[src/rtl/sd_data_fifo.sv]
// sd_data_fifo: 32-bit single-clock FIFO between host DMA and SD data PHY, with a direction-qualified level flag
module sd_data_fifo #(
  parameter int DATA_WIDTH = 32,
  parameter int DEPTH      = 8,
  parameter int ADDR_WIDTH = 3,
  parameter int THRESHOLD  = 4
) (
  input  logic                  iClock,
  input  logic                  iReset,
  input  logic                  iClear,
  input  logic                  iWriteRead,
  input  logic                  iWrite_enable,
  input  logic [DATA_WIDTH-1:0] iData_in,
  input  logic                  iRead_enable,
  output logic [DATA_WIDTH-1:0] oData_out,
  output logic                  oFull,
  output logic                  oEmpty,
  output logic [ADDR_WIDTH:0]   oCount,
  output logic                  oFIFO_ok,
  output logic                  oOverflow,
  output logic                  oUnderflow
);
  localparam logic [ADDR_WIDTH:0] FullCount   = (ADDR_WIDTH+1)'(DEPTH);
  localparam logic [ADDR_WIDTH:0] ThreshCount = (ADDR_WIDTH+1)'(THRESHOLD);

  logic [DATA_WIDTH-1:0] mem [DEPTH];
  logic [ADDR_WIDTH-1:0] wPtr;
  logic [ADDR_WIDTH-1:0] rPtr;
  logic [ADDR_WIDTH:0]   count;
  logic                  popOk;
  logic                  pushOk;

  // A push into a full FIFO is still legal when a pop frees a slot in the same cycle; no bypass when empty
  assign popOk  = iRead_enable && (count != '0);
  assign pushOk = iWrite_enable && ((count != FullCount) || popOk);

  assign oCount   = count;
  assign oFull    = count == FullCount;
  assign oEmpty   = count == '0;
  assign oFIFO_ok = iWriteRead ? (count >= ThreshCount) : ((FullCount - count) >= ThreshCount);

  // Storage write; contents are deliberately left untouched by reset and clear
  always_ff @(posedge iClock) begin
    if (iReset && !iClear && pushOk) mem[wPtr] <= iData_in;
  end

  // Pointers, occupancy, registered read data and sticky error flags
  always_ff @(posedge iClock) begin
    if (!iReset) begin
      wPtr       <= '0;
      rPtr       <= '0;
      count      <= '0;
      oData_out  <= '0;
      oOverflow  <= 1'b0;
      oUnderflow <= 1'b0;
    end else if (iClear) begin
      wPtr       <= '0;
      rPtr       <= '0;
      count      <= '0;
      oOverflow  <= 1'b0;
      oUnderflow <= 1'b0;
    end else begin
      if (pushOk) wPtr <= wPtr + 1'b1;
      if (popOk) begin
        oData_out <= mem[rPtr];
        rPtr      <= rPtr + 1'b1;
      end
      if (pushOk != popOk) count <= pushOk ? count + 1'b1 : count - 1'b1;
      if (iWrite_enable && !pushOk) oOverflow <= 1'b1;
      if (iRead_enable && !popOk) oUnderflow <= 1'b1;
    end
  end
endmodule
[config.mk]
export PLATFORM = sky130hd
export DESIGN_NAME = sd_data_fifo
export DESIGN_NICKNAME = d
export VERILOG_FILES = /design/src/rtl/sd_data_fifo.sv
export SDC_FILE = /design/constraint.sdc
export NUM_CORES = 1
export LEC_CHECK = 0
export CAP_MARGIN = 30
export CORE_MARGIN = 5
export CORE_UTILIZATION = 30
export CTS_CLUSTER_SIZE = 20
export DETAILED_ROUTE_END_ITERATION = 6
export GPL_ROUTABILITY_DRIVEN = 1
export HOLD_SLACK_MARGIN = 0.1
export PLACE_DENSITY = 0.47
export SLEW_MARGIN = 5
export SYNTH_ARGS = -nofsm -noshare
export SYNTH_HDL_FRONTEND = slang
export SYNTH_SLANG_ARGS = --single-unit
[constraint.sdc]
create_clock -name iClock -period 3.8 [get_ports iClock]
set_input_delay 0.38 -clock iClock [delete_from_list [all_inputs] [get_ports iClock]]
set_output_delay 0.38 -clock iClock [all_outputs]
set_load 0.05 [all_outputs]
# --- Word level (Yosys, flattened, before mapping) ---
# Memories as Yosys holds them, arrays and structs flattened. A register that Yosys moved wholly into a read port is not among the register bits.
# Cells that the tools add are included.
# Widths: inputs -> output; s select.
totals:
  reg_bits: 12
  mem_bits_rw: 256
  input_bits: 38
  word_cells: 37
  mem_count: 1
op_classes:
  n_addsub: 5
  n_lt_le_gt_ge: 2
  eq_ne: 3
  mux: 4
  bitwise: 2
  reduce_logical: 15
memory_table:
  columns: ["memory", "words", "width", "rd", "rd_clocked_by_memory_dff", "wr", "line_no", "source"]
  rows:
  - ["mem", 8, 32, 1, 1, 1, "26", "logic [DATA_WIDTH-1:0] mem [DEPTH];"]
op_table:
  columns: ["op", "count"]
  rows:
  - ["$ge 4x3->1 const B", 2]
  - ["$add 3x1->3 const B", 2]
  - ["$logic_and 1x1->1", 6]
  - ["$add 4x1->4 const B", 1]
  - ["$eq 4x4->1 const B", 1]
  - ["$logic_not 1->1", 4]
  - ["$logic_not 4->1", 1]
  - ["$mux 4", 1]
  - ["$ne 4x4->1 const B", 1]
  - ["$reduce_bool 4->1", 1]
  - ["$sub 4x1->4 const B", 1]
  - ["$sub 4x4->4 const A", 1]
  - ["$mux 1", 3]
  - ["$not 1->1", 2]
  - ["$reduce_and 2->1", 1]
  - ["$reduce_or 2->1", 1]
  - ["$logic_or 1x1->1", 1]
  - ["$ne 1x1->1", 1]

# --- Depth between registers and ports, before layout ---
depth:
  word_depth: 7
  mapped_depth: 9
  mapped_depth_nobuf: 8

# --- Worst setup path after synthesis ---
# No wires, ideal clock.
synth_path:
  kind: "reg2reg"
  from: "reg count[1] (netlist: oCount[1])"
  to: "mem mem[4][0] (enable)"
  arrival_time_ps: 3862
  required_time_ps: 3339
  path_slack_ps: -523
  stages_incl_launch_ff: 6
  path_buffers: 0
  synth_period_minus_slack_ps: 4323
  cell_sequence: "dfxtp_1 > or4b_4 > o21a_4 > inv_2 > or3_1 > nor3_1"
synth_via:
  elab_chain_cells: 7
  word_cells_on_any_way: 8
  classes_between: "1 x eq/ne; 2 x mux; 5 x reduce/logical"
synth_rtl:
  columns: ["item", "line_no", "source"]
  rows:
  - ["start, declared", "29", "logic [ADDR_WIDTH:0] count;"]
  - ["start signal, assigned", "68", "if (pushOk != popOk) count <= pushOk ? count + 1'b1 : count - 1'b1;"]
  - ["$reduce_bool 4->1", "34", "assign popOk = iRead_enable && (count != '0);"]
  - ["$logic_and 1x1->1", "34", null]
  - ["$logic_or 1x1->1 (*)", "35", "assign pushOk = iWrite_enable && ((count != FullCount) || popOk);"]
  - ["$logic_and 1x1->1 (*)", "35", null]
  - ["$logic_and 1x1->1 (*)", "44", "if (iReset && !iClear && pushOk) mem[wPtr] <= iData_in;"]
  - ["$mux 1 (*)", "44", null]
  - ["$mux 1 (not written as such) (*)", "44", null]
  - ["end, declared", "26", null]
# Every way passes the cells marked *; elsewhere a longest branch is shown, timed or not.

# --- Worst setup path in the final report ---
layout_path:
  from: "reg count[3] (netlist: oCount[3])"
  to: "out oFull"
layout_via:
  elab_chain_cells: 1
layout_rtl:
  columns: ["item", "line_no", "source"]
  rows:
  - ["$eq 4x4->1", "38", "assign oFull = count == FullCount;"]
  - ["end, declared", "16", "output logic oFull,"]
# No other way between the ends.

==> key figures <==
CTS
  • Hold_buf cts: 0
  • Post-cts repair resize count: 0
  • Worst skew pair latency: 0.51 ns
  • Root Buffer: clkbuf_16
  • H-tree depth: 2
  • TritonCTS Buffers: 35
  • CTS Sinks: 300
  • Reg clk slew, reported paths: 0.06 ns
  • CTS tree: done
  • Post-CTS setup buffer count: 0
  • Bufs on Longest Clock Path: 3

Logic synthesis
  • Most numerous cell in the Yosys netlist: edfxtp_1
  • Cell accounting for the most synthesized area: edfxtp_1
  • EDFF count, synth: 256
  • Commonest cells post-synth: edfxtp_1, mux4_2, dfxtp_1
  • FF+latch count, synth: 300
  • Synthesized instance count: 565
  • FFs w/ async S/R, synth: 0%
  • Area contributors post-synth: edfxtp_1, mux4_2, dfxtp_1, mux2i_1, a21oi_1
  • Ys flop type: edfxtp_1
  • YS warnings: 0
  • Synth cell types: 37
  • Seq/Total Area, Yosys: 75.8%
  • Synth Cell Area: 0.0113 mm^2
  • Mean Syn Cell Area: 20.0 um^2
  • Syn Nets: 608
  • Top cell type's share of synthesized area: 68.0%

STA
  • Finish-stage setup viols: 0
  • Min Tclk post-route: 2.87 ns
  • RSZ-0062 raised after global routing: no
  • Worst slew pin tran: 0.900 ns
  • Final Hold Fails: 0
  • Slew HR: 40.0%
  • Final Max Slew Viols: 0
  • Setup TNS: 0 ns
  • Final period util: 75.6%
  • Max Fclk: 348 MHz
  • Worst Skew: 0.0214 ns

Route
  • DRT iter0 DRCs: 332
  • DR vias: 5572
  • Post-DRT Antenna Nets: 0
  • Total Wirelength: 23900 um
  • # DRC: 0
  • Via density: 4.64
  • Drt first pass iters: 6
  • WL/cell: 19.9 um

Worst setup path
  • Crit Path Class: reg2out
  • Crit path DAT: 2.49 ns
  • Type of origin of the critical path: register
  • Crit path cell chain: or4b_4 > inv_1 > clkdlybuf4s50_1
  • Slowest-stage cell, CP: clkdlybuf4s50_1
  • Crit path max fanout: 9
  • Worst EP required: 3.42 ns
  • Crit end category: output port
  • Delay of the slowest cell on the worst path: 0.81 ns

Pwr
  • Cell-internal power: 0.00569 W
  • NetSw: 0.00160 W
  • Sw Ratio: 21.9%
  • Flop pwr share: 50.2%
  • Total power: 0.00729 W
  • Clk network pwr share: 43.2%
  • Pleak: 4.27 nW
  • P per Cell Area: 522 mW/mm^2
  • Maximum VDD drop: 0.306 mV
  • Comb power frac: 6.7%

Floorplan
  • Die H: 204 um
  • Core Rows: 71
  • Core Region: 0.0374 mm^2
  • Die ar.: 0.0417 mm^2
  • I/O pin cnt: 79
  • Initial Utilization: 30.2%
  • Die width: 204 um

Global route
  • Gr usage total: 11.6%
  • Vias in the first global route: 6024
  • Initial antenna violation count: 0
  • Largest net degree at the start of global routing: 65
  • First-pass GRT wire length: 37100 um
  • Grt ovf: 0

Finish
  • Layout cells sized above 1: 21.3%
  • Area Growth Syn to Fin: 23.6%
  • Antenna diodes: 0
  • Final nets: 709

Status
  • Outcome: completed

Job
  • Max-cap violation count: 0

Place
  • Final HPWL DP: 14500 um
  • Final Wtd Congestion: 0.716
  • Count of input and output buffers: 78

Min path
  • Hold Crit Class: in2reg
==> power groups by stage <==
| stage | Clock (W) | Combinational [W] | Sequential, W |
|---|---|---|---|
| after floorplan | 0 | 0.000203 | 0.00382 |
| after global placement | 0 | 0.000489 | 0.00373 |
| after detailed placement | 0 | 0.000496 | 0.00373 |
| after CTS | 0.00324 | 0.000498 | 0.00366 |
| after global routing | 0.00338 | 0.000527 | 0.00366 |
| final | 0.00315 | 0.000487 | 0.00366 |
==> through the flow <==
stage	cells	hold slack [ns]	setup WS, ns	utilization, %	instance area (um^2)
floorplan	565	0.479	0.334	-	11300
global placement	1139	0.484	0.938	34.4	12900
detailed placement	1140	0.475	0.842	34.5	12900
CTS	1202	0.393	0.889	37.4	14000
global route	1202	0.431	0.848	37.4	14000
finish	1202	0.403	0.926	37.4	14000
==> path summary, 6_finish.rpt <==
kind / from / endpoint / slack [ns] / cells past startpoint
worst min-delay path: iReset / rPtr[0]$_SDFFE_PP0P_ / 0.40 / 4
worst min register to register: oUnderflow$_SDFFE_PP0P_ / oUnderflow$_SDFFE_PP0P_ / 0.48 / 2
worst max-delay path: oCount[3]$_SDFFE_PP0P_ / oFull / 0.93 / 3
worst max register to register: oCount[3]$_SDFFE_PP0P_ / oCount[3]$_SDFFE_PP0P_ / 1.11 / 8
==> final cells by class <==
class / instances / area [um^2]
well taps: 511 / 639
clock buffers: 44 / 931
multi-input cells: 227 / 2630
repair buffers: 95 / 1010
flip-flops and latches: 300 / 8580
inverters: 7 / 26.3
fillers: 3446 / 23400
clock inverters: 18 / 155
==> placed cells by master (no fill, tap or decap), drive strengths merged, types with 3 or more instances in the layout <==
| cell type | Yosys | routed |
|---|---|---|
| clkbuf | 12 | 44 |
| dfxtp | 44 | 44 |
| clkinv | 0 | 12 |
| a21oi | 36 | 36 |
| inv | 7 | 9 |
| mux4 | 64 | 64 |
| a31oi | 3 | 3 |
| mux2i | 34 | 34 |
| xnor2 | 6 | 6 |
| clkdlybuf4s50 | 0 | 77 |
| nor3 | 3 | 3 |
| edfxtp | 256 | 256 |
| nor2 | 21 | 21 |
| nand2 | 4 | 4 |
| ha | 4 | 4 |
| nand2b | 4 | 4 |
| o21ai | 32 | 32 |
| buf | 19 | 18 |
==> cells by family (layout without fill, tap and decap cells) <==
kind of cell | after synthesis | in the layout | synth area share (%)
xor gates and xnor gates | 7 | 7 | 0.542
AOI/OAI and AO/OA | 78 | 78 | 4.01
DFF | 300 | 300 | 75.8
and+or+nand+nor | 38 | 38 | 1.63
buffers and inverters | 38 | 164 | 1.58
muxes | 99 | 99 | 15.9
adders and majority gates | 5 | 5 | 0.620
==> critical path, delay by kind of cell, from the launching register on <==
kind | cells | cell delay, ns
buffers and inverters | 2 | 0.91
flip-flops | 1 | 0.54
AND/OR/NAND/NOR | 1 | 0.54
==> metal layers <==
layer / track usage [%] / part of all wire [%]
met5: 0 / 0
met4: 3.45 / 2.3
met3: 2.44 / 4.4
met2: 19.1 / 49
met1: 15.6 / 44
==> registers in the layout, indices dropped and copies added (netlist names) <==
register,flops
oOverflow,1
oData_out,32
mem,256
rPtr,3
wPtr,3
oCount,4
oUnderflow,1
No activity file was read; power rests on OpenSTA's default activity.
